### config.mk
export PLATFORM = sky130hd
export DESIGN_NAME = sqlite_txn_scheduler
export DESIGN_NICKNAME = d
export VERILOG_FILES = /design/src/rtl/sqlite_txn_scheduler.sv
export SDC_FILE = /design/constraint.sdc
export NUM_CORES = 1
export LEC_CHECK = 0
export CORE_MARGIN = 10
export CORE_UTILIZATION = 45
export DETAILED_ROUTE_END_ITERATION = 16
export MAX_ROUTING_LAYER = met4
export PLACE_DENSITY = 0.82
export SYNTH_ARGS = -nofsm -noshare
export SYNTH_HDL_FRONTEND = slang
export SYNTH_SLANG_ARGS = --single-unit
### constraint.sdc
create_clock -name clk -period 2.9 [get_ports clk]
set_clock_uncertainty 0.05 [all_clocks]
set_input_delay 0.435 -clock clk [delete_from_list [all_inputs] [get_ports clk]]
set_output_delay 0.435 -clock clk [all_outputs]
set_load 0.01 [all_outputs]
### src/rtl/sqlite_txn_scheduler.sv
// Batches records from NUM_REQ requesters into BEGIN / INSERT* / COMMIT transactions for a DPI bridge.
// Optional: define SQLITE_TXN_ROLLBACK_EN to roll back the whole batch on an INSERT error.
module sqlite_txn_scheduler #(
    parameter int NUM_REQ   = 4,
    parameter int ROW_W     = 32,
    parameter int BATCH_MAX = 16,
    parameter int FLUSH_TO  = 64
) (
    input  logic                       clk,
    input  logic                       rst,
    input  logic [NUM_REQ-1:0]         req_valid,
    input  logic [NUM_REQ*ROW_W-1:0]   req_data,
    output logic [NUM_REQ-1:0]         req_ready,
    output logic                       cmd_valid,
    input  logic                       cmd_ready,
    output logic [1:0]                 cmd_op,
    output logic [$clog2(NUM_REQ)-1:0] cmd_src,
    output logic [ROW_W-1:0]           cmd_data,
    input  logic                       rsp_valid,
    input  logic                       rsp_err,
    output logic                       txn_open,
    output logic [15:0]                commit_cnt,
    output logic [15:0]                err_cnt
);

    localparam int SRC_W = $clog2(NUM_REQ);

    typedef enum logic [3:0] {
        IDLE, BEGIN, WAIT_B, ARB, INSERT, WAIT_I, COMMIT, WAIT_C, ROLLBACK, WAIT_R
    } state_t;

    typedef enum logic [1:0] {
        OP_BEGIN    = 2'd0,
        OP_INSERT   = 2'd1,
        OP_COMMIT   = 2'd2,
        OP_ROLLBACK = 2'd3
    } op_t;

    state_t           state;
    logic [7:0]       batch_cnt;
    logic [15:0]      idle_cnt;
    logic [SRC_W-1:0] rr_ptr;

    logic             grant_any;
    logic [SRC_W-1:0] grant_idx;
    logic             flush_now;

    function automatic logic [15:0] sat_inc(input logic [15:0] v);
        return (v == 16'hFFFF) ? v : v + 16'd1;
    endfunction

    // Round-robin search starting at rr_ptr (one past the last grant).
    always_comb begin
        int unsigned idx;
        grant_any = 1'b0;
        grant_idx = '0;
        idx       = 0;
        for (int unsigned k = 0; k < NUM_REQ; k++) begin
            idx = (int'(rr_ptr) + k) % NUM_REQ;
            if (!grant_any && req_valid[idx]) begin
                grant_any = 1'b1;
                grant_idx = SRC_W'(idx);
            end
        end
    end

    // The cycle the idle count would reach FLUSH_TO belongs to the COMMIT, even if a request shows up.
    assign flush_now = (idle_cnt == 16'(FLUSH_TO - 1));

    // req_ready is decoded from current req_valid so it can never point at a requester that dropped valid.
    always_comb begin
        req_ready = '0;
        if (!rst && state == ARB && grant_any && !flush_now)
            req_ready[grant_idx] = 1'b1;
    end

    always_ff @(posedge clk) begin
        if (rst) begin
            state      <= IDLE;
            cmd_valid  <= 1'b0;
            cmd_op     <= OP_BEGIN;
            cmd_src    <= '0;
            cmd_data   <= '0;
            txn_open   <= 1'b0;
            commit_cnt <= '0;
            err_cnt    <= '0;
            batch_cnt  <= '0;
            idle_cnt   <= '0;
            rr_ptr     <= '0;
        end else begin
            case (state)
                IDLE: begin
                    if (|req_valid) begin
                        state     <= BEGIN;
                        cmd_valid <= 1'b1;
                        cmd_op    <= OP_BEGIN;
                    end
                end
                BEGIN: begin
                    if (cmd_ready) begin
                        cmd_valid <= 1'b0;
                        state     <= WAIT_B;
                    end
                end
                WAIT_B: begin
                    if (rsp_valid) begin
                        if (rsp_err) begin
                            err_cnt <= sat_inc(err_cnt);
                            state   <= IDLE;
                        end else begin
                            txn_open <= 1'b1;
                            state    <= ARB;
                        end
                    end
                end
                ARB: begin
                    if (flush_now) begin
                        idle_cnt  <= '0;
                        cmd_valid <= 1'b1;
                        cmd_op    <= OP_COMMIT;
                        state     <= COMMIT;
                    end else if (grant_any) begin
                        idle_cnt  <= '0;
                        rr_ptr    <= SRC_W'((int'(grant_idx) + 1) % NUM_REQ);
                        cmd_valid <= 1'b1;
                        cmd_op    <= OP_INSERT;
                        cmd_src   <= grant_idx;
                        cmd_data  <= req_data[int'(grant_idx)*ROW_W +: ROW_W];
                        state     <= INSERT;
                    end else begin
                        idle_cnt <= idle_cnt + 16'd1;
                    end
                end
                INSERT: begin
                    if (cmd_ready) begin
                        cmd_valid <= 1'b0;
                        cmd_src   <= '0;
                        cmd_data  <= '0;
                        state     <= WAIT_I;
                    end
                end
                WAIT_I: begin
                    if (rsp_valid) begin
                        if (!rsp_err) begin
                            batch_cnt <= batch_cnt + 8'd1;
                            if (batch_cnt == 8'(BATCH_MAX - 1)) begin
                                cmd_valid <= 1'b1;
                                cmd_op    <= OP_COMMIT;
                                state     <= COMMIT;
                            end else begin
                                state <= ARB;
                            end
                        end else begin
                            err_cnt <= sat_inc(err_cnt);
`ifdef SQLITE_TXN_ROLLBACK_EN
                            batch_cnt <= '0;
                            cmd_valid <= 1'b1;
                            cmd_op    <= OP_ROLLBACK;
                            state     <= ROLLBACK;
`else
                            state <= ARB;
`endif
                        end
                    end
                end
                COMMIT: begin
                    if (cmd_ready) begin
                        cmd_valid <= 1'b0;
                        state     <= WAIT_C;
                    end
                end
                WAIT_C: begin
                    if (rsp_valid) begin
                        if (rsp_err) begin
                            err_cnt   <= sat_inc(err_cnt);
                            cmd_valid <= 1'b1;
                            cmd_op    <= OP_ROLLBACK;
                            state     <= ROLLBACK;
                        end else begin
                            commit_cnt <= commit_cnt + 16'd1;
                            batch_cnt  <= '0;
                            txn_open   <= 1'b0;
                            state      <= IDLE;
                        end
                    end
                end
                ROLLBACK: begin
                    if (cmd_ready) begin
                        cmd_valid <= 1'b0;
                        state     <= WAIT_R;
                    end
                end
                WAIT_R: begin
                    if (rsp_valid) begin
                        if (rsp_err)
                            err_cnt <= sat_inc(err_cnt);
                        batch_cnt <= '0;
                        txn_open  <= 1'b0;
                        state     <= IDLE;
                    end
                end
                default: state <= IDLE;
            endcase
        end
    end

endmodule
==> summary.md, run 1 <==
| Metric | Value |
|---|---|
| Filler instances | `927` |
| Max Clk Rate | `354 MHz` |
| Sequential cell fraction of total power | `0.388` |
| Count of endpoints failing setup in the final report | `0` |
| Post-Syn Area per Cell | `8.64 um^2` |
| Switching power as a share of total power | `0.300` |
| Global-route wire length before repair | `30700 um` |
| Least-Margin Pin Slew | `617 ps` |
| Number of DRC violations after detailed-routing iteration 0 | `445` |
| # clock sinks | `100` |
| Result of the run | `completed` |
| Num CTS Buffers | `9` |
| Fin Hold WS | `417 ps` |
| Layout area overhead | `48.9%` |
| Post-Syn Nets | `783` |
| Power after layout | `3.86 mW` |
| TritonRoute pass-1 iters | `7` |
| Power per cell area | `470 nW/um^2` |
| Worst Setup SP | `idle_cnt[0]$_SDFFE_PP0P_` |
| Critical Path Start Type | `flop` |
| Maximum VDD drop | `314 uV` |
| Cells on Worst Hold Path | `2` |
| Vias per cell | `5.88` |
| Post-DP HPWL | `15600 um` |
| Register-to-register setup slack | `540 ps` |
| Master cell of the clock root buffer | `sky130_fd_sc_hd__clkbuf_16` |
| Total internal power | `2.70 mW` |
| Synth unique cells | `64` |
| Clock tree from TritonCTS | `yes` |
| Effective utilization at floorplan | `0.459` |
| Hold crit path type | `flop to flop` |
| Placeable core region | `12000 um^2` |
| Max-capacitance violation count | `0` |
| Clk_lat worst skew | `350 ps` |
| Slew Limit Fails | `0` |
| Netlist area before placement | `5520 um^2` |
| Footprint of the multi-input gates | `3330 um^2` |
| Startpoint of the worst-slack reg-to-reg timing path | `state[1]$_SDFFE_PP0P_` |
| Final WL | `20300 um` |
| Number of enable-type register cells in the synthesized netlist | `0` |
| Minimum period implied by the final worst setup slack | `2830 ps` |
| Initial antenna violation count | `1` |
| Fraction of final layout cells with drive strength greater than 1 | `0.0679` |
| Number of cell instances on the worst register-to-register path | `6` |
| Max-slew headroom at the worst pin | `0.586` |
| Count of mapped cells out of synthesis | `638` |
| Setup total negative slack | `0 ps` |
| Leakage power | `2.90 nW` |
| Synthesis-stage register bit count | `100` |
| Clk network pwr share | `0.331` |
| Post-DR wirelength/cell | `20.3 um` |
| Worst setup path endpoint | `req_ready[1]` |
| Maximum number of pins on one net before global-route repair | `66` |
| Main flop type after synthesis | `sky130_fd_sc_hd__dfxtp_1` |
| Number of rows created at floorplan | `40` |
| Final nets | `994` |
| Area taken by flip-flops and latches | `2000 um^2` |
| Total via count in the routed design | `5896` |
| IO Port Bufs | `210` |
| Comb power frac | `0.281` |
| Asr flop ratio synth | `0` |
| Critical-path maximum fanout | `6` |
| Deepest clock path buffer count | `2` |
| Total number of H-tree levels | `3` |
| Remaining DRCs | `0` |
| CTS Hold Buffers Added | `0` |
| Critical path arrival | `2340 ps` |
| Most common library cell in the layout ignoring fill and taps | `sky130_fd_sc_hd__clkdlybuf4s50_1` |
| Final hold violation count | `0` |
| Crit. End Element | `primary output` |
| Clock input transition at the sequential cells of the worst setup and hold paths | `70 ps` |
| GRT Total Usage | `0.231` |
| Die Span X | `131 um` |
| Global route overflow | `0` |
| Most used cells in the layout excluding fill and tap cells | `sky130_fd_sc_hd__clkdlybuf4s50_1, sky130_fd_sc_hd__dfxtp_1, sky130_fd_sc_hd__nand2_1` |
| Number of synthesis warnings | `0` |
| Reg2Reg Capture Point | `err_cnt[5]$_SDFFE_PP0P_` |
| Number of global-route vias before repair | `5753` |
| Share of the clock period used by the worst path | `0.975` |
| Required time at the worst-slack endpoint | `2410 ps` |
| GP Congestion | `0.889` |
| Sequential cell area fraction in the yosys report | `0.363` |
| Crit Path Class | `flop to primary output` |
| Net Sw Power | `1.16 mW` |
| Die extent in y | `131 um` |
| Total Die Area | `17100 um^2` |
| Number of routed nets with antenna violations | `0` |
| Io pins | `211` |
==> power by group through the flow <==
stage	Clock, mW	Sequential, mW	Combinational, mW
after floorplan	0	1.55	0.539
after global routing	1.35	1.50	1.18
after detailed placement	0	1.53	1.07
after CTS	1.29	1.50	1.08
final	1.28	1.50	1.08
after global placement	0	1.52	1.04
==> flip-flops by register name, summed over array words and instances, names as in the netlist <==
| register | count |
|---|---|
| txn_open | 1 |
| batch_cnt | 8 |
| idle_cnt | 16 |
| err_cnt | 16 |
| cmd_op | 2 |
| state | 4 |
| cmd_valid | 1 |
| commit_cnt | 16 |
| cmd_src | 2 |
| cmd_data | 32 |
| rr_ptr | 2 |
==> cells in the mapped netlist (all sizes together) (7+ instances only) <==
cell type / n / area [um^2]
nand2: 81 / 304
ha: 8 / 100
o221ai: 33 / 289
inv: 10 / 37.5
and2: 7 / 43.8
buf: 14 / 90.1
nand2b: 7 / 43.8
dfxtp: 100 / 2000
xor2: 9 / 78.8
nand4: 12 / 75.1
o31ai: 7 / 57.6
nor3: 16 / 85.1
a21oi: 30 / 161
o21ai: 29 / 145
or3: 10 / 62.6
or4: 9 / 67.6
nand3: 18 / 90.1
a31oi: 7 / 43.8
clkbuf: 23 / 86.3
nor4: 8 / 56.3
mux2i: 69 / 691
and3: 10 / 62.6
xnor2: 15 / 131
nor2: 41 / 154
==> metal layers <==
| metal | wire length, um | part of all wire | track usage | vias up |
|---|---|---|---|---|
| met2 | 10700 | 0.53 | 0.399 | 249 |
| li1 | - | - | - | 2801 |
| met4 | 365 | 0.018 | 0.0582 | 0 |
| met5 | 0 | 0 | - | - |
| met1 | 7960 | 0.39 | 0.273 | 2821 |
| met3 | 1220 | 0.060 | 0.0419 | 25 |
==> how the worst min path moves through the flow <==
stage                              startpoint                        end  slack [ps]
floorplan           idle_cnt[15]$_SDFFE_PP0P_  idle_cnt[15]$_SDFFE_PP0P_         390
detailed placement  cmd_data[30]$_SDFFE_PP0P_  cmd_data[30]$_SDFFE_PP0P_         400
finish              cmd_data[10]$_SDFFE_PP0P_  cmd_data[10]$_SDFFE_PP0P_         420
global placement    cmd_data[23]$_SDFFE_PP0P_  cmd_data[23]$_SDFFE_PP0P_         390
CTS                 cmd_data[10]$_SDFFE_PP0P_  cmd_data[10]$_SDFFE_PP0P_         420
global route        cmd_data[30]$_SDFFE_PP0P_  cmd_data[30]$_SDFFE_PP0P_         450
==> what timing repair did <==
action | 4_1_cts | 5_1_grt
buffers inserted | 0 | 3
cloned | 0 | 0
endpoints found under the setup margin | 4 | 1
gates resized for setup | 5 | 1
pin swaps | 0 | 1
==> kinds of logic (layout without fill, tap and decap cells) <==
logic type / after synthesis / after routing / share of synthesized area
and+or+nand+nor: 245 / 245 / 0.228
xor gates and xnor gates: 24 / 24 / 0.0381
DFF: 100 / 100 / 0.363
muxes: 70 / 70 / 0.127
other: 0 / 1 / 0
buffers and inverters: 48 / 264 / 0.0395
adders and majority gates: 8 / 8 / 0.0181
AOI/OAI and AO/OA: 143 / 143 / 0.186
==> stage by stage <==
stage / utilization / setup slack (ps) / instance area, um^2 / instances
4_1_cts: 0.681 / -32.1 / 8180 / 998
5_1_grt: 0.684 / -10.2 / 8210 / 1002
6_report: 0.684 / 73.8 / 8210 / 1002
3_5_place_dp: 0.654 / -151 / 7860 / 982
2_1_floorplan: - / 516 / 5520 / 638
3_3_place_gp: 0.654 / -44.9 / 7860 / 982
==> worst max-delay path, stage by stage (launching register included) <==
cell,delay [ps]
sky130_fd_sc_hd__dfxtp_1,340
sky130_fd_sc_hd__ha_1,240
sky130_fd_sc_hd__and3_1,240
sky130_fd_sc_hd__and4_1,210
sky130_fd_sc_hd__nor4_4,380
sky130_fd_sc_hd__buf_4,190
sky130_fd_sc_hd__and2_1,130
sky130_fd_sc_hd__dlygate4sd2_1,270
==> cell type report <==
type	instances	area share
Antenna cell	1	0.000305
Sequential cell	100	0.244
Timing Repair Buffer	237	0.285
Clock inverter	6	0.00930
Inverter	11	0.00503
Clock buffer	10	0.0291
Tap cell	147	0.0224
Multi-Input combinational cell	490	0.406
No activity file was read; power rests on OpenSTA's default activity.
==> run 2, diff against run 1 <==
--- a/config.mk
+++ b/config.mk
@@ -8,6 +8,7 @@
 export CORE_MARGIN = 10
 export CORE_UTILIZATION = 45
 export DETAILED_ROUTE_END_ITERATION = 16
+export HOLD_SLACK_MARGIN = 0.08
 export MAX_ROUTING_LAYER = met4
 export PLACE_DENSITY = 0.82
 export SYNTH_ARGS = -nofsm -noshare
==> results of run 2 <==
The final DEF is identical to that of run 1; final timing and power are the same.
